<file path="src/rtl/utlb_pkg.sv">
// Shared types for the instruction micro-TLB: FSM states, slot record and widths.
package utlb_pkg;

  localparam int VPN2_W = 19;
  localparam int IDX_W  = 4;

  typedef enum logic [1:0] {
    IDLE   = 2'd0,
    LOOKUP = 2'd1,
    WAIT   = 2'd2
  } state_t;

  // ASID and PFN widths are block parameters, so those fields live beside this record.
  typedef struct packed {
    logic              valid;
    logic [VPN2_W-1:0] vpn2;
    logic              odd;
    logic              g;
    logic [2:0]        c;
    logic              d;
    logic              v;
    logic [IDX_W-1:0]  index;
  } slot_t;

endpackage

</file>
<file path="src/rtl/utlb_entry.sv">
// One micro-TLB slot: storage plus its match compare; flush wins over a write.
module utlb_entry
  import utlb_pkg::*;
#(
  parameter int ASID_W = 8,
  parameter int PFN_W  = 20
) (
  input  logic              clk,
  input  logic              reset,
  input  logic              flush,
  input  logic              we,
  input  slot_t             wr_slot,
  input  logic [ASID_W-1:0] wr_asid,
  input  logic [PFN_W-1:0]  wr_pfn,
  input  logic [VPN2_W-1:0] req_vpn2,
  input  logic              req_odd,
  input  logic [ASID_W-1:0] cur_asid,
  output logic              match,
  output slot_t             rd_slot,
  output logic [PFN_W-1:0]  rd_pfn
);

  slot_t             slot;
  logic [ASID_W-1:0] asid;
  logic [PFN_W-1:0]  pfn;

  always_ff @(posedge clk) begin
    if (reset) begin
      slot <= '0;
      asid <= '0;
      pfn  <= '0;
    end else if (flush) begin
      slot.valid <= 1'b0;
    end else if (we) begin
      slot <= wr_slot;
      asid <= wr_asid;
      pfn  <= wr_pfn;
    end
  end

  assign match = slot.valid && (slot.vpn2 == req_vpn2) && (slot.odd == req_odd) &&
                 (slot.g || (asid == cur_asid));
  assign rd_slot = slot;
  assign rd_pfn  = pfn;

endmodule

</file>
<file path="src/rtl/utlb_multi.sv">
// Fully associative instruction micro-TLB: same-cycle hits, one-cycle main-TLB lookup
// on a miss with FIFO victim fill, result held until fetch signals done.
module utlb_multi
  import utlb_pkg::*;
#(
  parameter int ENTRIES = 4,
  parameter int ASID_W  = 8,
  parameter int PFN_W   = 20,
  parameter int CNT_W   = 32
) (
  input  logic              clk,
  input  logic              reset,
  input  logic              req_valid,
  input  logic              req_use_tlb,
  input  logic [31:0]       req_va,
  input  logic [ASID_W-1:0] cur_asid,
  input  logic              done,
  input  logic              flush,
  output logic [18:0]       s_vpn2,
  output logic              s_odd,
  output logic [ASID_W-1:0] s_asid,
  input  logic              s_found,
  input  logic              s_g,
  input  logic              s_v,
  input  logic              s_d,
  input  logic [3:0]        s_index,
  input  logic [PFN_W-1:0]  s_pfn,
  input  logic [2:0]        s_c,
  output logic              rsp_ready,
  output logic              rsp_found,
  output logic              rsp_v,
  output logic              rsp_d,
  output logic [PFN_W-1:0]  rsp_pfn,
  output logic [2:0]        rsp_c,
  output logic [3:0]        rsp_index,
  output logic [CNT_W-1:0]  hit_cnt,
  output logic [CNT_W-1:0]  miss_cnt
);

  localparam int PTR_W = $clog2(ENTRIES);

  state_t            state, state_nxt;
  logic [VPN2_W-1:0] vpn2_q;
  logic              odd_q;
  logic [ASID_W-1:0] asid_q;
  logic [PTR_W-1:0]  victim_ptr;

  logic              res_found, res_v, res_d;
  logic [PFN_W-1:0]  res_pfn;
  logic [2:0]        res_c;
  logic [IDX_W-1:0]  res_index;

  logic [ENTRIES-1:0] match;
  slot_t              rd_slot [ENTRIES];
  logic [PFN_W-1:0]   rd_pfn  [ENTRIES];
  slot_t              hit_slot;
  logic [PFN_W-1:0]   hit_pfn;
  logic               hit, idle_hit;
  logic               miss_start, sample, fill_we;
  slot_t              fill_slot;

  assign fill_slot = '{valid: 1'b1, vpn2: vpn2_q, odd: odd_q, g: s_g,
                       c: s_c, d: s_d, v: s_v, index: s_index};

  for (genvar i = 0; i < ENTRIES; i++) begin : g_slot
    utlb_entry #(
      .ASID_W(ASID_W),
      .PFN_W (PFN_W)
    ) u_entry (
      .clk     (clk),
      .reset   (reset),
      .flush   (flush),
      .we      (fill_we && (victim_ptr == PTR_W'(i))),
      .wr_slot (fill_slot),
      .wr_asid (asid_q),
      .wr_pfn  (s_pfn),
      .req_vpn2(req_va[31:13]),
      .req_odd (req_va[12]),
      .cur_asid(cur_asid),
      .match   (match[i]),
      .rd_slot (rd_slot[i]),
      .rd_pfn  (rd_pfn[i])
    );
  end

  // Scan from the top so the lowest matching slot is the last one assigned.
  always_comb begin
    hit_slot = '0;
    hit_pfn  = '0;
    for (int i = ENTRIES - 1; i >= 0; i--) begin
      if (match[i]) begin
        hit_slot = rd_slot[i];
        hit_pfn  = rd_pfn[i];
      end
    end
  end

  assign hit      = |match;
  assign idle_hit = (state == IDLE) && req_valid && req_use_tlb && hit;

  always_comb begin
    state_nxt  = state;
    miss_start = 1'b0;
    sample     = 1'b0;
    fill_we    = 1'b0;
    case (state)
      IDLE: begin
        if (req_valid && req_use_tlb && !hit) begin
          state_nxt  = LOOKUP;
          miss_start = 1'b1;
        end
      end
      LOOKUP: begin
        // A flush here discards the answer and re-queries next cycle.
        if (!flush) begin
          state_nxt = WAIT;
          sample    = 1'b1;
          fill_we   = s_found;
        end
      end
      WAIT: begin
        if (done)       state_nxt = IDLE;
        else if (flush) state_nxt = LOOKUP;
      end
      default: state_nxt = IDLE;
    endcase
  end

  always_ff @(posedge clk) begin
    if (reset) begin
      state      <= IDLE;
      vpn2_q     <= '0;
      odd_q      <= 1'b0;
      asid_q     <= '0;
      victim_ptr <= '0;
      res_found  <= 1'b0;
      res_v      <= 1'b0;
      res_d      <= 1'b0;
      res_pfn    <= '0;
      res_c      <= '0;
      res_index  <= '0;
      hit_cnt    <= '0;
      miss_cnt   <= '0;
    end else begin
      state <= state_nxt;
      if (miss_start) begin
        vpn2_q   <= req_va[31:13];
        odd_q    <= req_va[12];
        asid_q   <= cur_asid;
        miss_cnt <= miss_cnt + CNT_W'(1);
      end
      if (idle_hit) hit_cnt <= hit_cnt + CNT_W'(1);
      if (sample) begin
        res_found <= s_found;
        res_v     <= s_v;
        res_d     <= s_d;
        res_pfn   <= s_pfn;
        res_c     <= s_c;
        res_index <= s_index;
      end
      if (fill_we) victim_ptr <= victim_ptr + PTR_W'(1);
    end
  end

  assign s_vpn2 = (state != IDLE) ? vpn2_q : '0;
  assign s_odd  = (state != IDLE) ? odd_q  : 1'b0;
  assign s_asid = (state != IDLE) ? asid_q : '0;

  assign rsp_ready = ((state == IDLE) && req_valid && (hit || !req_use_tlb)) || (state == WAIT);

  always_comb begin
    rsp_found = 1'b0;
    rsp_v     = 1'b0;
    rsp_d     = 1'b0;
    rsp_pfn   = '0;
    rsp_c     = '0;
    rsp_index = '0;
    if (idle_hit) begin
      rsp_found = 1'b1;
      rsp_v     = hit_slot.v;
      rsp_d     = hit_slot.d;
      rsp_pfn   = hit_pfn;
      rsp_c     = hit_slot.c;
      rsp_index = hit_slot.index;
    end else if (state == WAIT) begin
      rsp_found = res_found;
      rsp_v     = res_v;
      rsp_d     = res_d;
      rsp_pfn   = res_pfn;
      rsp_c     = res_c;
      rsp_index = res_index;
    end
  end

  logic unused_bits;
  assign unused_bits = ^{req_va[11:0], hit_slot.valid, hit_slot.vpn2, hit_slot.odd, hit_slot.g};

endmodule

</file>
<file path="config.mk">
export PLATFORM = sky130hd
export DESIGN_NAME = utlb_multi
export DESIGN_NICKNAME = d
export VERILOG_FILES = /design/src/rtl/utlb_pkg.sv /design/src/rtl/utlb_entry.sv /design/src/rtl/utlb_multi.sv
export SDC_FILE = /design/constraint.sdc
export NUM_CORES = 1
export LEC_CHECK = 0
export CORE_UTILIZATION = 50
export DETAILED_ROUTE_END_ITERATION = 7
export PLACE_DENSITY = 0.73
export SLEW_MARGIN = 10
export SYNTH_ARGS = -nofsm -noshare
export SYNTH_HDL_FRONTEND = slang
export SYNTH_SLANG_ARGS = --single-unit
</file>
<file path="constraint.sdc">
create_clock -name clk -period 17.06 [get_ports clk]
set_clock_uncertainty 0.2 [all_clocks]
set_input_delay 5.118 -clock clk [delete_from_list [all_inputs] [get_ports clk]]
set_output_delay 5.118 -clock clk [all_outputs]
set_load 0.02 [all_outputs]
</file>
==> results of run 1 <==
==> worst min-delay path: stages, from the launching register on <==
cell and delay, ps:
dfxtp_1 310, nand2_1 50, a21oi_1 50
==> power breakdown <==
| part | internal [uW] | total (uW) | switching, uW |
|---|---|---|---|
| clock | 495 | 832 | 337 |
| sequential | 853 | 861 | 8.55 |
| combinational | 37.6 | 98.1 | 60.5 |
| total | 1390 | 1790 | 406 |
==> Yosys cell counts, types with 3 or more instances <==
cell type | n | area, um^2
a211oi_1 | 10 | 75.1
a21oi_1 | 322 | 1610
a22o_1 | 29 | 254
and2_1 | 6 | 37.5
and3_1 | 18 | 113
and4_1 | 10 | 87.6
buf_1 | 18 | 67.6
buf_2 | 14 | 70.1
clkbuf_1 | 153 | 574
dfxtp_1 | 362 | 7250
ha_1 | 6 | 75.1
inv_1 | 9 | 33.8
mux2i_1 | 30 | 300
nand2_1 | 596 | 2240
nand2b_1 | 62 | 388
nand3_1 | 89 | 445
nand4_1 | 31 | 194
nand4b_1 | 5 | 43.8
nor2_1 | 64 | 240
nor2b_1 | 32 | 200
nor3_1 | 44 | 220
nor3b_1 | 3 | 22.5
nor4_1 | 27 | 169
o21a_1 | 5 | 37.5
o21ai_0 | 13 | 65.1
o31ai_1 | 37 | 278
o41ai_1 | 3 | 26.3
or3_1 | 14 | 87.6
or4_1 | 41 | 308
xnor2_1 | 49 | 429
xor2_1 | 65 | 569
==> through the flow <==
| step | instances | util [%] | total power, uW |
|---|---|---|---|
| 3_3_place_gp | 2656 | 57.1 | 976 |
| 2_1_floorplan | 2195 | - | 936 |
| 3_5_place_dp | 2656 | 57.1 | 977 |
| 5_1_grt | 2725 | 61.0 | 1850 |
| 6_report | 2725 | 61.0 | 1790 |
| 4_1_cts | 2725 | 61.0 | 1800 |
==> flip-flops by register name, summed over array words and instances (netlist names), 2 cells and up <==
register                flops
vpn2_q                     19
victim_ptr                  2
g_slot.u_entry.rd_pfn      80
g_slot.u_entry.asid        32
hit_cnt                    32
miss_cnt                   32
res_c                       3
g_slot.u_entry.rd_slot    124
res_pfn                    20
res_index                   4
asid_q                      8
state                       2
==> per-layer routing <==
metal / routed length (um) / global-route usage (%)
met5: 27 / 0
met4: 1350 / 9.85
met3: 4020 / 4.38
met2: 22700 / 46.2
met1: 20600 / 37.2
==> area by class of cell <==
cell class | instances | area, um^2 | area share (%)
Sequential cell | 362 | 7250 | 36.3
Inverter | 10 | 37.5 | 0.188
Clock buffer | 63 | 1200 | 6.00
Multi-Input combinational cell | 1636 | 8860 | 44.3
Clock inverter | 6 | 58.8 | 0.294
Tap cell | 442 | 553 | 2.77
Timing Repair Buffer | 206 | 2030 | 10.2
==> logic make-up (layout without fill, tap and decap cells) <==
| kind of cell | count (synthesis) | after routing | synth area share (%) |
|---|---|---|---|
| AND/OR/NAND/NOR | 1053 | 1053 | 29.2 |
| XOR/XNOR | 114 | 114 | 5.94 |
| flip-flops | 362 | 362 | 43.1 |
| adder cells (fa/ha/maj) | 6 | 6 | 0.447 |
| multiplexers | 33 | 33 | 1.99 |
| buffers and inverters | 197 | 285 | 4.59 |
| AO/OA/AOI/OAI | 430 | 430 | 14.7 |
==> worst max path at each step <==
stage / endpoint / slack, ps / depth (start not counted)
6_report: rsp_pfn[15] / 2510 / 10
5_1_grt: rsp_pfn[15] / 2400 / 10
4_1_cts: rsp_pfn[15] / 2620 / 11
3_5_place_dp: rsp_c[1] / 2670 / 11
3_3_place_gp: rsp_d / 2680 / 11
2_1_floorplan: rsp_ready / 4140 / 10
==> impl_metrics.csv, run 1 <==
group,metric,value,unit
status,status,"completed",
floorplanning,initial_core_util,51.3,%
route,drcViolationCount,0,
clocking,cts_sinks,362,
placement,place_area,0.0187,mm^2
sta,layout_min_cycle_time,14550,ps
synth,synth_seq_cells,362,
flow_run,cap_viol_max_count,0,
global_route,grt_util_all_layers,28.1,%
worst_setup_path,path_class,"primary input to output pin",
synth,synth_ff_type,"dfxtp_1",
finish,n_antenna_cell,0,
synth,synth_fp_nets,2278,
worst_hold_path,hold_path_depth,2,
worst_setup_path,cpMaxStageDelayCell,"and3_1",
power,p_per_area,89.6,mW/mm^2
synth,synth.distinct_cells,51,
route,ant_nets,0,
route,avgRoutedWirePerCell,17.9,um
power,leakagePower,0.00669,uW
worst_hold_path,hp-start,"g_slot[3].u_entry.rd_slot[8]$_SDFFE_PP0P_",
floorplanning,ios,200,
clocking,clk_latency,520,ps
worst_setup_path,r2r-start,"g_slot[3].u_entry.rd_slot[29]$_SDFFE_PP0P_",
clocking,post-cts-setup-buffers,0,
sta,layout_setup_ws,2510,ps
sta,hold_viol,0,
global_route,gr-total-overflow,0,
floorplanning,coreArea,0.0328,mm^2
synth,yosysWarningCount,0,
finish,area_delta_synth_final,18.9,%
synth,asyncSetResetFlopFracSynth,0,%
route,drt_iter0_markers,1324,
worst_setup_path,start_kind,"primary input",
route,finalWirelength,48700,um
worst_setup_path,end_kind,"output pin",
route,num_vias,15800,
clocking,cts-hold-fix-buffers,0,
placement,hpwlAfterDp,29500,um
synth,synth.yosys.seq_area_share,43.1,%
placement,placement.io_buffers,187,
finish,final_common_cell,"nand2_1",
global_route,antenna_found_initial,2,
floorplanning,die_h,185,um
worst_hold_path,hold_path_end,"g_slot[3].u_entry.rd_slot[8]$_SDFFE_PP0P_",
sta,rsz0062_at_grt,"no",
finish,layout-drive-gt1-share,4.69,%
worst_hold_path,hp-class,"flip-flop to flip-flop",
clocking,numCtsBuffers,39,
global_route,grt_first_pass_wirelength,77400,um
sta,final-max-slew-violation-count,0,
clocking,root_buffer,"clkbuf_16",
route,first_pass_iters,7,
synth,syn_inst,2195,
sta,slew_headroom,21.6,%
sta,tightest_slew,1180,ps
worst_setup_path,r2r-end,"hit_cnt[21]$_SDFFE_PP0P_",
route,vias_per_cell,5.81,
sta,maxClockFrequency,68.7,MHz
sta,setup_viol,0,
clocking,ctsHtreeMaxLevel,2,
clocking,cts_tree,"done",
worst_setup_path,critPathArrivalTime,9240,ps
global_route,grt_max_degree,232,
finish,nFillCells,2895,
floorplanning,dieArea,0.0344,mm^2
global_route,grt_pass1_vias,14500,
worst_setup_path,cp_common_cell,"clkdlybuf4s50_1",
synth,synth_area,0.0168,mm^2
placement,place_ws,2670,ps
placement,place_congestion,0.921,
finish,mostFrequentLayoutCells,"nand2_1 (592), dfxtp_1 (362), a21oi_1 (322), clkdlybuf4s50_1 (186), nand3_1 (88)",
worst_setup_path,worstRegToRegCells,8,
floorplanning,rows,66,
power,ir_drop,0.0535,mV
worst_setup_path,cp_top_family,"buffers and inverters",
finish,fin_area,0.0200,mm^2
worst_setup_path,crit_buf_inv,3,
synth,postSynthAreaPerCell,7.66,um^2
worst_setup_path,regToRegSetupSlack,13350,ps
clocking,cts.repair.resized,0,
worst_setup_path,cp_max_fo,80,
worst_setup_path,slowest_delay,780,ps
clocking,cts_buffer_depth,3,
clocking,cts.clk_slew.worst_paths,60,ps
worst_setup_path,crit_start,"req_va[31]",
finish,nets,2338,
sta,period_share,85.3,%
worst_setup_path,crit_chain,"clkdlybuf4s50_1 -> xnor2_1 -> nand4_1 -> nor4_1 -> and3_1 -> o41ai_4 -> buf_4 -> a211oi_1 -> a22o_1 -> clkdlybuf4s50_1",
synth,synth_edf_count,0,
floorplanning,fp.dieW,185,um
worst_setup_path,cp.required,11740,ps
sta,holdWs,253,ps
sta,setup_tns,0,ps
No activity file was read; power rests on OpenSTA's default activity.
==> inputs of run 2 (changes only) <==
Settings changed: CTS_BUF_LIST set to sky130_fd_sc_hd__clkbuf_8 sky130_fd_sc_hd__clkbuf_16.
==> run 2 against run 1 <==
Against the previous run:
- combinational power hardly changed
- setup slack better by 24 ps
- die area stayed put
- critical path depth is the same
- clock power is 0.8% lower
- cell area is the same
- total power down 0.41%
==> impl_metrics.csv, run 2 (synthesized netlist as in run 1, its figures left out) <==
group,metric,value,unit
global_route,grt_first_pass_wirelength,77400,um
clocking,ctsHtreeMaxLevel,2,
worst_setup_path,crit_start,"req_va[31]",
status,status,"completed",
finish,sequential_cell_area,0.00725,mm^2
power,clockPowerShare,46.2,%
global_route,gr-total-overflow,0,
finish,layout-drive-gt1-share,4.69,%
route,ant_nets,0,
placement,place_area,0.0187,mm^2
sta,holdWs,253,ps
worst_setup_path,cp-endpoint,"rsp_pfn[15]",
power,switching_share,22.8,%
worst_setup_path,r2r-start,"g_slot[3].u_entry.rd_slot[29]$_SDFFE_PP0P_",
placement,place_ws,2670,ps
clocking,clk_latency,520,ps
sta,maxClockFrequency,68.8,MHz
floorplanning,die_h,185,um
global_route,grt_pass1_vias,14500,
route,avgRoutedWirePerCell,17.9,um
finish,fin_cells,2725,
clocking,root_buffer,"clkbuf_16",
route,first_pass_iters,7,
clocking,cts_tree,"done",
global_route,grt_max_degree,232,
clocking,cts_buffer_depth,3,
power,p_sw,407,uW
route,finalWirelength,48800,um
sta,rsz0062_at_grt,"no",
finish,multiInputGateArea,0.00886,mm^2
finish,nFillCells,2895,
sta,layout_setup_ws,2530,ps
floorplanning,rows,66,
worst_setup_path,critPathArrivalTime,9210,ps
sta,tightest_slew,1170,ps
sta,setup_viol,0,
global_route,grt_util_all_layers,28.1,%
sta,slew_headroom,22.1,%
power,leakagePower,0.00675,uW
sta,setup_tns,0,ps
finish,largest_register_ffs,124,
clocking,cts.clk_slew.worst_paths,60,ps
route,drt_iter0_markers,1315,
route,num_vias,15800,
worst_setup_path,regToRegSetupSlack,13360,ps
placement,dp_cells,2656,
power,ir_drop,0.0535,mV
flow_run,cap_viol_max_count,0,
placement,placement.io_buffers,187,
sta,period_share,85.2,%
power,p_per_area,89.3,mW/mm^2
worst_setup_path,cp_max_fo,80,
worst_setup_path,worstRegToRegCells,8,
finish,mostFrequentLayoutCells,"nand2_1 (592), dfxtp_1 (362), a21oi_1 (322), clkdlybuf4s50_1 (186), nand3_1 (88)",
placement,place_congestion,0.921,
worst_setup_path,r2r-end,"hit_cnt[23]$_SDFFE_PP0P_",
power,pwr-share-comb,5.5,%
finish,area_delta_synth_final,18.9,%
finish,nets,2338,
finish,final_common_cell,"nand2_1",
clocking,post-cts-setup-buffers,0,
worst_hold_path,hp-class,"flip-flop to flip-flop",
floorplanning,fp.dieW,185,um
power,seqPwrFrac,48.3,%
worst_setup_path,end_kind,"output pin",
global_route,antenna_found_initial,2,
placement,hpwlAfterDp,29500,um
floorplanning,dieArea,0.0344,mm^2
route,drcViolationCount,0,
sta,final-max-slew-violation-count,0,
worst_setup_path,path_class,"primary input to output pin",
worst_setup_path,start_kind,"primary input",
clocking,cts.repair.resized,0,
sta,hold_viol,0,
worst_setup_path,cp.required,11740,ps
sta,layout_min_cycle_time,14530,ps
floorplanning,coreArea,0.0328,mm^2
clocking,cts-hold-fix-buffers,0,
floorplanning,initial_core_util,51.3,%
finish,fin_area,0.0200,mm^2
floorplanning,ios,200,
finish,n_antenna_cell,0,
power,p_int,1380,uW
route,vias_per_cell,5.79,
clocking,cts_sinks,362,
clocking,numCtsBuffers,39,
[run 2: cell types whose count changed in the layout (fill, tap and decap cells not counted)]
cell	previous run	this run
clkbuf_1	13	0
inv_1	9	22
[run 2: per-layer routing]
| metal | global-route usage (%) | wire [um] | part of all wire, % |
|---|---|---|---|
| met1 | 37.2 | 20900 | 43 |
| met4 | 9.85 | 1320 | 2.7 |
| met2 | 46.2 | 22800 | 47 |
| met5 | 0 | 27 | 0.055 |
| met3 | 4.38 | 3850 | 7.9 |
[run 2: layout make-up]
cell class | count | area share (%)
multi-input cells | 1636 | 44.3
clock buffers | 50 | 5.75
flip-flops and latches | 362 | 36.3
well taps | 442 | 2.77
clock inverters | 19 | 0.538
inverters | 10 | 0.188
repair buffers | 206 | 10.2
[run 2: worst min-delay path by stage]
stage               slack [ps]  depth (start not counted)                                        end                                      start
global placement           240                          2  g_slot[3].u_entry.rd_pfn[17]$_SDFFE_PP0P_  g_slot[3].u_entry.rd_pfn[17]$_SDFFE_PP0P_
finish                     250                          2  g_slot[3].u_entry.rd_slot[9]$_SDFFE_PP0P_  g_slot[3].u_entry.rd_slot[9]$_SDFFE_PP0P_
global route               260                          2   g_slot[3].u_entry.rd_pfn[2]$_SDFFE_PP0P_   g_slot[3].u_entry.rd_pfn[2]$_SDFFE_PP0P_
floorplan                  240                          2  g_slot[0].u_entry.rd_slot[9]$_SDFFE_PP0P_  g_slot[0].u_entry.rd_slot[9]$_SDFFE_PP0P_
detailed placement         250                          2   g_slot[3].u_entry.rd_pfn[2]$_SDFFE_PP0P_   g_slot[3].u_entry.rd_pfn[2]$_SDFFE_PP0P_
CTS                        250                          2   g_slot[3].u_entry.rd_pfn[2]$_SDFFE_PP0P_   g_slot[3].u_entry.rd_pfn[2]$_SDFFE_PP0P_
[run 2: through the flow]
stage | utilization [%] | power (uW)
3_3_place_gp | 57.1 | 976
3_5_place_dp | 57.1 | 977
2_1_floorplan | - | 936
6_report | 61.0 | 1780
4_1_cts | 61.0 | 1790
5_1_grt | 61.0 | 1840
[run 2: critical path: stages]
cell	delay, ps
clkdlybuf4s50_1	540
xnor2_1	430
nand4_1	140
nor4_1	500
and3_1	770
o41ai_4	80
buf_4	380
a211oi_1	330
a22o_1	220
clkdlybuf4s50_1	620
[run 2: power by group through the flow]
stage                     registers, uW  clock network (uW)  logic [uW]
final                               862                 825        98.2
after global routing                862                 873         105
after CTS                           861                 836        97.6
after detailed placement            880                   0        97.1
after global placement              880                   0        95.8
after floorplan                     877                   0        58.6
==> inputs of run 3 (changes only) <==
Settings changed: ABC_AREA set to 1, CELL_PAD_IN_SITES_DETAIL_PLACEMENT set to 2, CELL_PAD_IN_SITES_GLOBAL_PLACEMENT set to 2, CORE_UTILIZATION 50 to 34, PLACE_DENSITY 0.73 to unset, PLACE_DENSITY_LB_ADDON set to 0.1, SYNTH_HIERARCHICAL set to 1.
==> run 3 against run 2 <==
Against the previous run:
- highest routed layer unchanged
- critical endpoint is now rsp_pfn[6]
- final cell count increased by 30%
- setup slack lost 400 ps
- sequential power up 2%
- non-clock buffer count decreased by 4
- routed wire length increased by 39%
- sequential cell count unchanged
- synthesized cell count up 23%
- synthesized area increased by 7.4%
- total power up 12%
- global-route usage is 2.8 points lower
==> impl_metrics.csv, run 3 <==
group,metric,value,unit
power,pwr-share-comb,7.5,%
clocking,cts-hold-fix-buffers,0,
power,p_per_area,91.5,mW/mm^2
power,leakagePower,0.00870,uW
sta,setup_tns,0,ps
worst_setup_path,critPathArrivalTime,9610,ps
finish,nets,2893,
route,num_vias,18200,
global_route,grt_first_pass_wirelength,109000,um
global_route,grt_util_all_layers,25.3,%
status,status,"completed",
clocking,root_buffer,"clkbuf_16",
route,drt_iter0_markers,680,
placement,place_area,0.0203,mm^2
global_route,grt_pass1_vias,20300,
worst_setup_path,crit_buf_inv,6,
placement,place_congestion,0.795,
clocking,cts_sinks,362,
sta,layout_min_cycle_time,14930,ps
finish,final_common_cell,"nand2_1",
synth,synth.distinct_cells,30,
floorplanning,initial_core_util,34.4,%
floorplanning,dieArea,0.0540,mm^2
synth,synthTopCellsByArea,"dfxtp_1 (40%), nand2_1 (17%), nor2_1 (7.7%)",
sta,final-max-slew-violation-count,0,
worst_setup_path,path_class,"primary input to output pin",
clocking,cts_buffer_depth,3,
floorplanning,rows,84,
synth,postSynthAreaPerCell,6.72,um^2
worst_setup_path,slowest_delay,760,ps
route,ant_nets,0,
synth,asyncSetResetFlopFracSynth,0,%
floorplanning,die_h,232,um
clocking,cts.clk_slew.worst_paths,60,ps
clocking,post-cts-setup-buffers,0,
synth,ys_top_cells_by_count,"nand2_1 (804), nor2_1 (371), dfxtp_1 (362), inv_1 (333), a21oi_1 (251)",
worst_setup_path,cp_max_fo,33,
power,finalPower,1990,uW
global_route,gr-total-overflow,0,
placement,hpwlAfterDp,43700,um
synth,synth_ff_type,"dfxtp_1",
global_route,antenna_found_initial,5,
power,seqPwrFrac,44.0,%
synth,synth.yosys.seq_area_share,40.1,%
route,avgRoutedWirePerCell,19.2,um
synth,synth_area,0.0181,mm^2
sta,tightest_slew,1180,ps
sta,maxClockFrequency,67.0,MHz
synth,yosysWarningCount,6,
power,ir_drop,0.0635,mV
sta,slew_headroom,21.1,%
finish,mostFrequentLayoutCells,"nand2_1 (803), nor2_1 (368), dfxtp_1 (362), inv_1 (340), a21oi_1 (251)",
clocking,ctsHtreeMaxLevel,2,
worst_setup_path,crit_chain,"clkdlybuf4s50_1 -> inv_1 -> nand2_1 -> nand2_1 -> nor2_1 -> nand2_1 -> nor2_1 -> nand3_1 -> nor2_4 -> buf_4 -> nor2_1 -> nand2_1 -> inv_2 -> nor2_4 -> buf_4 -> o211ai_1 -> o21ai_0 -> clkdlybuf4s50_1",
power,p_int,1490,uW
worst_setup_path,cp_top_family,"buffers and inverters",
synth,synth.largest_area_cell,"dfxtp_1",
clocking,clk_latency,580,ps
route,first_pass_iters,5,
global_route,grt_max_degree,130,
placement,placement.io_buffers,187,
worst_hold_path,hp-class,"flip-flop to flip-flop",
route,drcViolationCount,0,
worst_setup_path,start_kind,"primary input",
power,switching_share,25.5,%
sta,period_share,87.5,%
clocking,numCtsBuffers,45,
worst_setup_path,cpMaxStageDelayCell,"nor2_4",
floorplanning,fp.dieW,232,um
finish,fin_area,0.0218,mm^2
worst_setup_path,cp.required,11740,ps
floorplanning,ios,200,
placement,dp_cells,3451,
worst_setup_path,end_kind,"output pin",
power,p_sw,508,uW
route,finalWirelength,67800,um
sta,rsz0062_at_grt,"no",
power,clockPowerShare,48.5,%
synth,synth_edf_count,0,
finish,layout-drive-gt1-share,7.45,%
worst_setup_path,cp_common_cell,"nand2_1",
route,vias_per_cell,5.14,
finish,fin_cells,3533,
synth,synth_seq_cells,362,
floorplanning,coreArea,0.0526,mm^2
flow_run,cap_viol_max_count,0,
finish,largest_register_ffs,124,
finish,area_delta_synth_final,20.6,%
synth,yosysMostFrequentCell,"nand2_1",
sta,hold_viol,0,
synth,syn_inst,2689,
synth,synth_top_area_share,40.1,%
clocking,cts.repair.resized,0,
clocking,cts_tree,"done",
sta,setup_viol,0,
[run 3: changes by cell type in the layout (fill, tap and decap cells not counted), moves of 41 or more]
cell      before  now
xor2_1        65    8
or4_1         41    0
nand2_1      592  803
inv_1         22  340
a21oi_1      322  251
nand2b_1      62    0
o21ai_0       13  133
nor2_1        60  368
a211oi_2       0   92
[run 3: final timing paths]
| check | startpoint | end | slack, ps | cells after the start |
|---|---|---|---|---|
| max | req_va[18] | rsp_pfn[6] | 2130 | 18 |
| min | res_pfn[18]$_SDFFE_PP0P_ | res_pfn[18]$_SDFFE_PP0P_ | 250 | 2 |
| max reg2reg | g_slot[3].u_entry/rd_slot[22]$_SDFFE_PP0P_ | hit_cnt[19]$_SDFFE_PP0P_ | 13130 | 18 |
| min reg2reg | res_pfn[18]$_SDFFE_PP0P_ | res_pfn[18]$_SDFFE_PP0P_ | 250 | 2 |
[run 3: cells by family after synthesis]
family	after synthesis	synth area share (%)
simple gates	1306	28.8
xor+xnor	17	0.825
fa+ha+maj	6	0.416
buf+inv	474	10.9
other cells	1	0.0208
compound gates	523	18.9
flops	362	40.1
[run 3: cell type report]
type / count / area [um^2]
sequential: 362 / 7250
tap: 688 / 861
multi-input combinational: 1856 / 8870
antenna: 1 / 2.50
clock inverter: 19 / 113
clock buffer: 62 / 1380
fill: 6290 / 30800
timing repair buffer: 202 / 2000
inverter: 343 / 1300
[run 3: power groups by stage]
stage	clock network, uW	registers, uW	logic (uW)
2_1_floorplan	0	890	81.5
5_1_grt	1030	878	165
4_1_cts	995	877	152
3_5_place_dp	0	895	150
6_report	967	877	149
3_3_place_gp	0	894	143
[run 3: worst min-delay path, delay by kind of cell (launching register included)]
kind                   cells  cell delay [ps]
buffers and inverters      1               50
AOI/OAI and AO/OA          1               50
DFF                        1              300
[run 3: metrics by stage]
step           worst slack, ps  utilization, %  hold slack (ps)
2_1_floorplan             5100               -              225
3_3_place_gp              2280            38.6              234
3_5_place_dp              2120            38.6              244
4_1_cts                   2090            41.4              253
5_1_grt                   1840            41.4              265
6_report                  2130            41.4              249
[run 3: metal layers]
| layer | global-route usage (%) | vias to the layer above | wire length (um) |
|---|---|---|---|
| li1 | - | 8724 | - |
| met1 | 29.4 | 9079 | 28800 |
| met2 | 47.4 | 257 | 35000 |
| met3 | 4.57 | 85 | 2680 |
| met4 | 6.11 | 8 | 1210 |
| met5 | 0 | - | 43 |
